### config.mk
export PLATFORM = sky130hd
export DESIGN_NAME = freq_div_prog
export DESIGN_NICKNAME = d
export VERILOG_FILES = /design/src/rtl/freq_div_pkg.sv /design/src/rtl/freq_div_prog.sv
export SDC_FILE = /design/constraint.sdc
export NUM_CORES = 1
export LEC_CHECK = 0
export ABC_AREA = 1
export CELL_PAD_IN_SITES_DETAIL_PLACEMENT = 1
export CELL_PAD_IN_SITES_GLOBAL_PLACEMENT = 1
export CORE_UTILIZATION = 25
export CTS_BUF_LIST = sky130_fd_sc_hd__clkbuf_8
export CTS_CLUSTER_DIAMETER = 30
export DETAILED_ROUTE_END_ITERATION = 12
export MAX_ROUTING_LAYER = met4
export PLACE_DENSITY = 0.62
export SLEW_MARGIN = 20
export SYNTH_ARGS = -nofsm -noshare
export SYNTH_HDL_FRONTEND = slang
export SYNTH_SLANG_ARGS = --single-unit
### constraint.sdc
create_clock -name clk -period 5.2 [get_ports clk]
set_clock_uncertainty 0.1 [all_clocks]
set_input_delay 1.3 -clock clk [delete_from_list [all_inputs] [get_ports clk]]
set_output_delay 1.3 -clock clk [all_outputs]
set_load 0.05 [all_outputs]
### src/rtl/freq_div_pkg.sv
// Shared types and helpers for the programmable rate divider.
// Covers the FSM states, the output modes and the square-wave half-period.
package freq_div_pkg;

  typedef enum logic {IDLE, RUN} fd_state_t;
  typedef enum logic {SQUARE, PULSE} fd_mode_t;

  // High phase length ceil(n/2); one extra bit so n = all-ones cannot overflow.
  function automatic logic [32:0] half_period(input logic [31:0] n);
    return (33'(n) + 33'd1) >> 1;
  endfunction

endpackage

### src/rtl/freq_div_prog.sv
// Programmable synchronous divider producing a square or single-pulse enable.
// Divisor changes made while running wait for the next period boundary.
module freq_div_prog
  import freq_div_pkg::*;
#(
  parameter int WIDTH   = 8,
  parameter int DEF_DIV = 4
) (
  input  logic             clk,
  input  logic             init,
  input  logic             en,
  input  logic             mode,
  input  logic             load,
  input  logic [WIDTH-1:0] div,
  output logic             o,
  output logic             tick,
  output logic             pend
);

  // Handshake: load is a single-cycle strobe with div valid in the same cycle;
  // there is no ready, every strobe is accepted (a newer one overwrites a pending one).

  fd_state_t        state, state_n;
  logic [WIDTH-1:0] cnt, cnt_n;
  logic [WIDTH-1:0] div_r, div_r_n;
  logic [WIDTH-1:0] div_p, div_p_n;
  logic             pend_r, pend_n;
  logic             last;
  logic             run;
  logic [32:0]      half;
  logic             o_sq;

  assign last = (cnt == div_r - WIDTH'(1));

  always_comb begin
    state_n = state;
    cnt_n   = cnt;
    div_r_n = div_r;
    div_p_n = div_p;
    pend_n  = pend_r;
    case (state)
      IDLE: begin
        cnt_n  = '0;
        pend_n = 1'b0;
        if (pend_r) div_r_n = div_p;
        if (load)   div_r_n = div;
        if (en && (div_r_n != '0)) state_n = RUN;
      end
      RUN: begin
        if (!en) begin
          // Stopping applies any waiting divisor so the next start uses it.
          state_n = IDLE;
          cnt_n   = '0;
          pend_n  = 1'b0;
          if (pend_r) div_r_n = div_p;
          if (load)   div_r_n = div;
        end else if (last) begin
          cnt_n = '0;
          if (pend_r) begin
            div_r_n = div_p;
            pend_n  = 1'b0;
            if (div_p == '0) state_n = IDLE;
          end
          // A strobe on the boundary edge waits for the following boundary.
          if (load) begin
            div_p_n = div;
            pend_n  = 1'b1;
          end
        end else begin
          cnt_n = cnt + WIDTH'(1);
          if (load) begin
            div_p_n = div;
            pend_n  = 1'b1;
          end
        end
      end
      default: state_n = IDLE;
    endcase
  end

  always_ff @(posedge clk) begin
    if (init) begin
      state  <= IDLE;
      cnt    <= '0;
      div_r  <= WIDTH'(DEF_DIV);
      div_p  <= '0;
      pend_r <= 1'b0;
    end else begin
      state  <= state_n;
      cnt    <= cnt_n;
      div_r  <= div_r_n;
      div_p  <= div_p_n;
      pend_r <= pend_n;
    end
  end

  assign run  = (state == RUN);
  assign half = half_period(32'(div_r));
  assign o_sq = run && (33'(cnt) < half);
  assign tick = run && (cnt == '0);
  assign o    = (fd_mode_t'(mode) == PULSE) ? tick : o_sq;
  assign pend = pend_r;

endmodule

After elaboration in Yosys (flattened, before gate mapping) --
Cells that the tools add are included.
Word-level totals: bits in registers 26, input port bits 13, output and inout bits 3, logic and storage cells 41
Operators by class: add/sub/neg operators 3, magnitude comparators 1, eq/ne operators 3, muxes and demuxes 21, bitwise gates (word level) 1, reductions and logical operators 7
Operator list (count):
- 2-to-1 mux 8 bit | 7
- case mux 8 bit (2 select lines) | 2
- zero test 8 bit | 2
- 2-to-1 mux 1 bit | 10
- adder 8 x 1 -> 9 bit, second input constant | 1
- adder 8 x 1 -> 8 bit, second input constant | 1
- == test 8 bit | 1
- < comparator 8 bit | 1
- nonzero test 8 bit | 1
- subtractor 8 x 1 -> 8 bit, second input constant | 1
- != test 4 x 3 -> 1 bit, second input constant | 1
- case mux 1 bit (2 select lines) | 2
- logical AND 1 bit | 3
- != test 3 x 2 -> 1 bit, second input constant | 1
- AND reduction 3 bit | 1
- inverter 1 bit | 1

Logic depth before layout (Yosys ltp) --
Gate-level depths: netlist of the first run.
word-level depth 7, mapped depth 14, mapped depth without buffers 13

Worst setup path after synthesis of the first run --
OpenSTA, ideal clock, no wires.
kind register to output, start point register div_r[1], end point output port o, data arrival time 2.723 ns, required time 3.800 ns, setup slack 1.077 ns, cell stages (with the launch flop) 13, path buffers 0, cells stage by stage dfxtp_1 -> inv_1 -> nor3_1 -> inv_1 -> nor2_1 -> inv_1 -> nor3_1 -> xor2_1 -> ha_1 -> nand2_1 -> o21a_1 -> nand3_1 -> o21ai_0
On the way: word-level cells in the longest chain between the ends 4
RTL lines:
- start, declared | RTL line freq_div_prog.sv:25 | logic [WIDTH-1:0] div_r, div_r_n;
- start signal, assigned | RTL line freq_div_prog.sv:85 | div_r <= WIDTH'(DEF_DIV);
- start signal, assigned | RTL line freq_div_prog.sv:91 | div_r <= div_r_n;
- adder 8 x 1 -> 9 bit | RTL line freq_div_pkg.sv:10 | return (33'(n) + 33'd1) >> 1;
- < comparator 8 bit | RTL line freq_div_prog.sv:99 | assign o_sq = run && (33'(cnt) < half);
- logical AND 1 bit | RTL line freq_div_prog.sv:99
- 2-to-1 mux 1 bit | RTL line freq_div_prog.sv:101 | assign o = (fd_mode_t'(mode) == PULSE) ? tick : o_sq;
- end, declared | RTL line freq_div_prog.sv:15 | output logic o,
Every way passes these cells.

Worst setup path in the final report of the first run --
start point register div_r[2], end point output port o
The elaborated chain is that of the path after synthesis.

==> flow_metrics.tcl, run 1 <==
set metrics [dict create \
    avgSynthCellArea_um2 6.75 \
    p_int_w 0.000369 \
    grt_overflow 0 \
    grt_use_total 0.146 \
    final-setup-viol-count 0 \
    drv_slew 0 \
    fin_area_um2 2310 \
    htreeDepth 1 \
    crit_chain "inv_2 > nor3_1 > inv_1 > nor2_1 > inv_1 > nor3_1 > xor2_1 > ha_1 > nand2_1 > o21a_1 > nand3_1 > o21ai_0 > clkdlybuf4s50_1" \
    dr_total_vias 1894 \
    syn_inst 301 \
    rsz0062_at_grt "no" \
    clkPwrFrac 0.321 \
    post_drt_wl_per_cell_um 13.1 \
    slew_headroom 0.548 \
    power_frac_comb 0.270 \
    fp.dieW_um 92.2 \
    antenna_left 0 \
    synth_cell_types 34 \
    grt_pass1_vias 2009 \
    start_util 0.260 \
    cts-hold-fix-buffers 0 \
    netlist.top_cell.by_area "dfxtp_1" \
    first_iter_violations 41 \
    post-route-period-util 0.893 \
    power.density_nw_per_um2 239 \
    syn_nets 325 \
    p_sw_w 0.000183 \
    critical_path.startpoint_type "register" \
    vias_per_cell 4.60 \
    yosysWarnings 0 \
    cts_tree "done" \
    clk_latency_ns 0.28 \
    post_cts_buffers 0 \
    cts.root.buffer_cell "clkbuf_8" \
    arrival_ns 3.24 \
    yosys.area.top_type_share 0.256 \
    drv_cap 0 \
    die_h_um 92.2 \
    syn_area_um2 2030 \
    p_sw_frac 0.331 \
    core_um2 7810 \
    worstSetupEndpointType "primary output" \
    leakage_nw 0.924 \
    status "complete, no violations" \
    cts_sinks 26 \
    path_class "reg2out" \
    boundaryPins 16 \
    die_area_um2 8490 \
    cts_resized 0 \
    placed_area_um2 2240 \
    port_buffers 15 \
    path_clk_slew_ns 0.10 \
    clock.fmax_mhz 215 \
    slowest_delay_ns 0.83 \
    tightest_slew_ns 0.673 \
    finalSetupTns_ns 0 \
    slowest_stage "clkdlybuf4s50_1" \
    routed_wirelength_um 5390 \
    crit_fanout 8 \
    hold_viol_final 0 \
    ys_top_cells_by_area "dfxtp_1, nand2_1, ha_1" \
    fin_crit_ns 4.64 \
    required_ns 3.80 \
    diodes 0 \
    layout-drive-gt1-share 0.116 \
    post-dp-hpwl_um 4270 \
    hold_path_class "reg2reg" \
    synth-seq-area-share 0.256 \
    drc 0 \
    grt_pass1_wl_um 9670 \
    syn2layout_area_growth_pct 13.7 \
    grt_max_degree 20 \
    synth_seq_cells 26 \
    gp_congestion 0.760 \
    rows 32 \
    clockBufferDepth 2 \
    p_seq_frac 0.409 \
    nets 335 \
    antenna_found_initial 0 \
    first_pass_iters 4 \
    peakVddDrop_mv 0.0920 \
    numCtsBuffers 3 \
]
## placed cells by master, fill, tap and decap left out
cell type         n
dfxtp_1          26
o21ai_1           3
mux2i_1           3
nor4_1            2
inv_1            28
bufinv_16         1
nand4_1           6
clkbuf_8          3
nand2_1          64
xor2_2            1
nor2_4            3
a21oi_1          17
nor2_1           33
buf_4             1
nand3_4           1
clkinv_1          2
nand3_2           4
nor2_2            3
ha_1             11
nand2_2           4
a21oi_2           7
a31oi_1           2
xnor2_1           6
inv_2             6
clkdlybuf4s50_1  15
o21a_1            2
nand2_4           1
nor3_4            1
nand3_1          22
xor2_1            7
nor3_1            3
o21ai_0          22
## final timing paths
path / from / end / slack, ns / cells past startpoint
setup / recovery: div_r[2]$_SDFFE_PP1P_ / o / 0.56 / 13
hold / removal: div_p[5]$_SDFFE_PP0P_ / div_p[5]$_SDFFE_PP0P_ / 0.38 / 2
setup reg to reg: div_r[1]$_SDFFE_PP0P_ / run$_SDFF_PP0_ / 2.92 / 11
hold reg to reg: div_p[5]$_SDFFE_PP0P_ / div_p[5]$_SDFFE_PP0P_ / 0.38 / 2
## critical path: cells and delay by family (launching register included)
kind                       cells  cell delay [ns]
DFF                            1             0.57
buffers and inverters          4             1.10
xor gates and xnor gates       1             0.17
adders and majority gates      1             0.24
and+or+nand+nor                5             0.60
AOI/OAI and AO/OA              2             0.28
## per-layer routing
layer / track usage / share of wire
met5: - / 0
met4: 0.0404 / 0.0078
met3: 0.0207 / 0.016
met2: 0.239 / 0.48
met1: 0.186 / 0.50
## stage by stage
step / instances / utilization / total power, W / setup WS, ns / hold WS [ns]
2_1_floorplan: 301 / - / 0.000341 / 1.08 / 0.345
6_report: 412 / 0.296 / 0.000552 / 0.557 / 0.379
3_5_place_dp: 408 / 0.287 / 0.000380 / 0.853 / 0.367
4_1_cts: 412 / 0.296 / 0.000561 / 0.516 / 0.384
3_3_place_gp: 408 / 0.287 / 0.000377 / 1.00 / 0.360
5_1_grt: 412 / 0.296 / 0.000587 / 0.277 / 0.422
## state kept, by name (all words and copies together) (netlist names)
register,flops
div_r,8
cnt,8
div_p,8
pend,1
run,1
## final cells by class
cell class | count | area (um2)
Clock inverter | 1 | 30.0
Inverter | 36 | 135
Multi-Input combinational cell | 228 | 1300
Tap cell | 102 | 128
Fill cell | 1015 | 5500
Timing Repair Buffer | 16 | 158
Clock buffer | 3 | 41.3
Sequential cell | 26 | 520
## synthesized netlist by cell type
cell type / instances
nand2_1: 64
nor2_1: 33
inv_1: 28
dfxtp_1: 26
nand3_1: 22
o21ai_0: 22
a21oi_1: 17
ha_1: 11
a21oi_2: 7
xor2_1: 7
inv_2: 6
nand4_1: 6
xnor2_1: 6
nand2_2: 4
nand3_2: 4
buf_2: 3
buf_6: 3
mux2i_1: 3
nor2_2: 3
nor2_4: 3
nor3_1: 3
o21ai_1: 3
a31oi_1: 2
clkbuf_1: 2
clkinv_1: 2
nor4_1: 2
o21a_1: 2
clkbuf_2: 1
clkbuf_4: 1
dlygate4sd1_1: 1
nand2_4: 1
nand3_4: 1
nor3_4: 1
xor2_2: 1
## power groups by stage
stage          logic, W  registers (W)  clock network, W
2_1_floorplan  0.000118       0.000223                 0
3_3_place_gp   0.000147       0.000231                 0
3_5_place_dp   0.000149       0.000231                 0
4_1_cts        0.000151       0.000226          0.000184
5_1_grt        0.000170       0.000228          0.000190
6_report       0.000149       0.000226          0.000177
## cells by family after synthesis
| group | count (synthesis) | share of synthesized area |
|---|---|---|
| adders and majority gates | 11 | 0.0677 |
| buffers and inverters | 47 | 0.105 |
| DFF | 26 | 0.256 |
| AOI/OAI and AO/OA | 53 | 0.147 |
| muxes | 3 | 0.0148 |
| and+or+nand+nor | 147 | 0.345 |
| xor gates and xnor gates | 14 | 0.0640 |
No activity file was read; power rests on OpenSTA's default activity.
==> run 2: changes to the inputs <==
- CORE_UTILIZATION: 25 -> 47
- PLACE_DENSITY: 0.62 -> 0.95
==> flow_metrics.tcl, run 2 (same netlist as run 1, synthesis figures left out) <==
set metrics [dict create \
    antenna_found_initial 0 \
    dr_total_vias 2079 \
    htreeDepth 1 \
    setup.worst_path.start "div_r[2]$_SDFFE_PP1P_" \
    core_um2 4090 \
    crit_family "buffers and inverters" \
    layout_commonest_cell "nand2_1" \
    power.density_nw_per_um2 236 \
    drc 0 \
    slowest_delay_ns 0.82 \
    port_buffers 15 \
    path_buf_inv 5 \
    cts_tree "done" \
    first_iter_violations 119 \
    slew_headroom 0.545 \
    die_h_um 67.8 \
    drv_slew 0 \
    slowest_stage "clkdlybuf4s50_1" \
    numCtsBuffers 3 \
    path_clk_slew_ns 0.10 \
    whs_path_depth 2 \
    nets 334 \
    status "complete, no violations" \
    cts_sinks 26 \
    reg2regPathDepth 4 \
    post_drt_wl_per_cell_um 17.8 \
    hold_viol_final 0 \
    antenna_left 0 \
    vias_per_cell 5.79 \
    cts.root.buffer_cell "clkbuf_8" \
    hold_path_class "reg2reg" \
    clockBufferDepth 2 \
    clk_latency_ns 0.28 \
    post-route-period-util 0.902 \
    routed_wirelength_um 6380 \
    n_fill_cell 555 \
    critical_path.startpoint_type "register" \
    clock.fmax_mhz 213 \
    start_util 0.497 \
    min-delay-start "div_p[3]$_SDFFE_PP0P_" \
    die_area_um2 4590 \
    placed_area_um2 2170 \
    rows 23 \
    tightest_slew_ns 0.678 \
    drv_cap 0 \
    diodes 0 \
    peakVddDrop_mv 0.130 \
    finalSetupTns_ns 0 \
    crit_chain "inv_2 > nor3_1 > inv_1 > nor2_1 > inv_1 > nor3_1 > xor2_1 > ha_1 > nand2_1 > inv_1 > nand4_1 > nand3_1 > o21ai_0 > clkdlybuf4s50_1" \
    grt_use_total 0.311 \
    final_cell_mix "nand2_1, nor2_1, inv_1" \
    fin_area_um2 2220 \
    multi_input_comb_area_um2 1300 \
    grt_overflow 0 \
    arrival_ns 3.29 \
    crit_fanout 8 \
    leakage_nw 0.913 \
    grt_max_degree 20 \
    post_cts_buffers 0 \
    final-setup-viol-count 0 \
    syn2layout_area_growth_pct 9.36 \
    regArea_um2 520 \
    reg.largest.list "cnt: 8 flops, div_p: 8 flops, div_r: 8 flops" \
    post-dp-hpwl_um 4600 \
    path_class "reg2out" \
    cts_resized 0 \
    cp_common_cell "inv_1" \
    cts-hold-fix-buffers 0 \
    boundaryPins 16 \
    first_pass_iters 4 \
    fp.dieW_um 67.8 \
    layout-drive-gt1-share 0.113 \
    grt_pass1_wl_um 10200 \
    rr_startpoint "run$_SDFF_PP0_" \
    grt_pass1_vias 2077 \
    rsz0062_at_grt "no" \
    worstSetupEndpointType "primary output" \
    cp_num_cells 14 \
    required_ns 3.80 \
    fin_crit_ns 4.69 \
    gp_congestion 0.855 \
]
run 2: through the flow:
stage               hold WS, ns  utilization  std cells  total power, W  worst slack [ns]
floorplan                 0.345            -        301        0.000341              1.08
global placement          0.367        0.530        355        0.000372             0.982
detailed placement        0.376        0.530        355        0.000382             0.849
CTS                       0.390        0.544        359        0.000521             0.474
global route              0.409        0.544        359        0.000543             0.252
finish                    0.389        0.544        359        0.000525             0.509
run 2: final timing paths:
check / end / slack (ns)
hold / removal: div_p[3]$_SDFFE_PP0P_ / 0.39
hold reg to reg: div_p[3]$_SDFFE_PP0P_ / 0.39
setup reg to reg: cnt[3]$_SDFF_PP0_ / 2.84
setup / recovery: o / 0.51
run 2: cell type report:
class,instances,share of cell area
clock buffer,4,0.0248
inverter,36,0.0608
multi-input combinational,228,0.584
sequential,26,0.234
tap,50,0.0282
timing repair buffer,15,0.0676
run 2: per-layer routing:
metal	up-vias	GRT usage	wire [um]
met5	-	-	0
met4	0	0.109	213
met3	21	0.0253	246
met2	63	0.536	3140
met1	1008	0.376	2780
li1	987	-	-
run 2: worst min-delay path: stages, from the launching register on:
cell and delay [ns]:
dfxtp_1 0.32, inv_1 0.07, a21oi_1 0.06
run 2: where the power goes:
group	switching [W]	internal, W	leakage (nW)
clock	0.0000719	0.0000679	0.0288
sequential	0.0000184	0.000209	0.213
combinational	0.000102	0.0000557	0.671
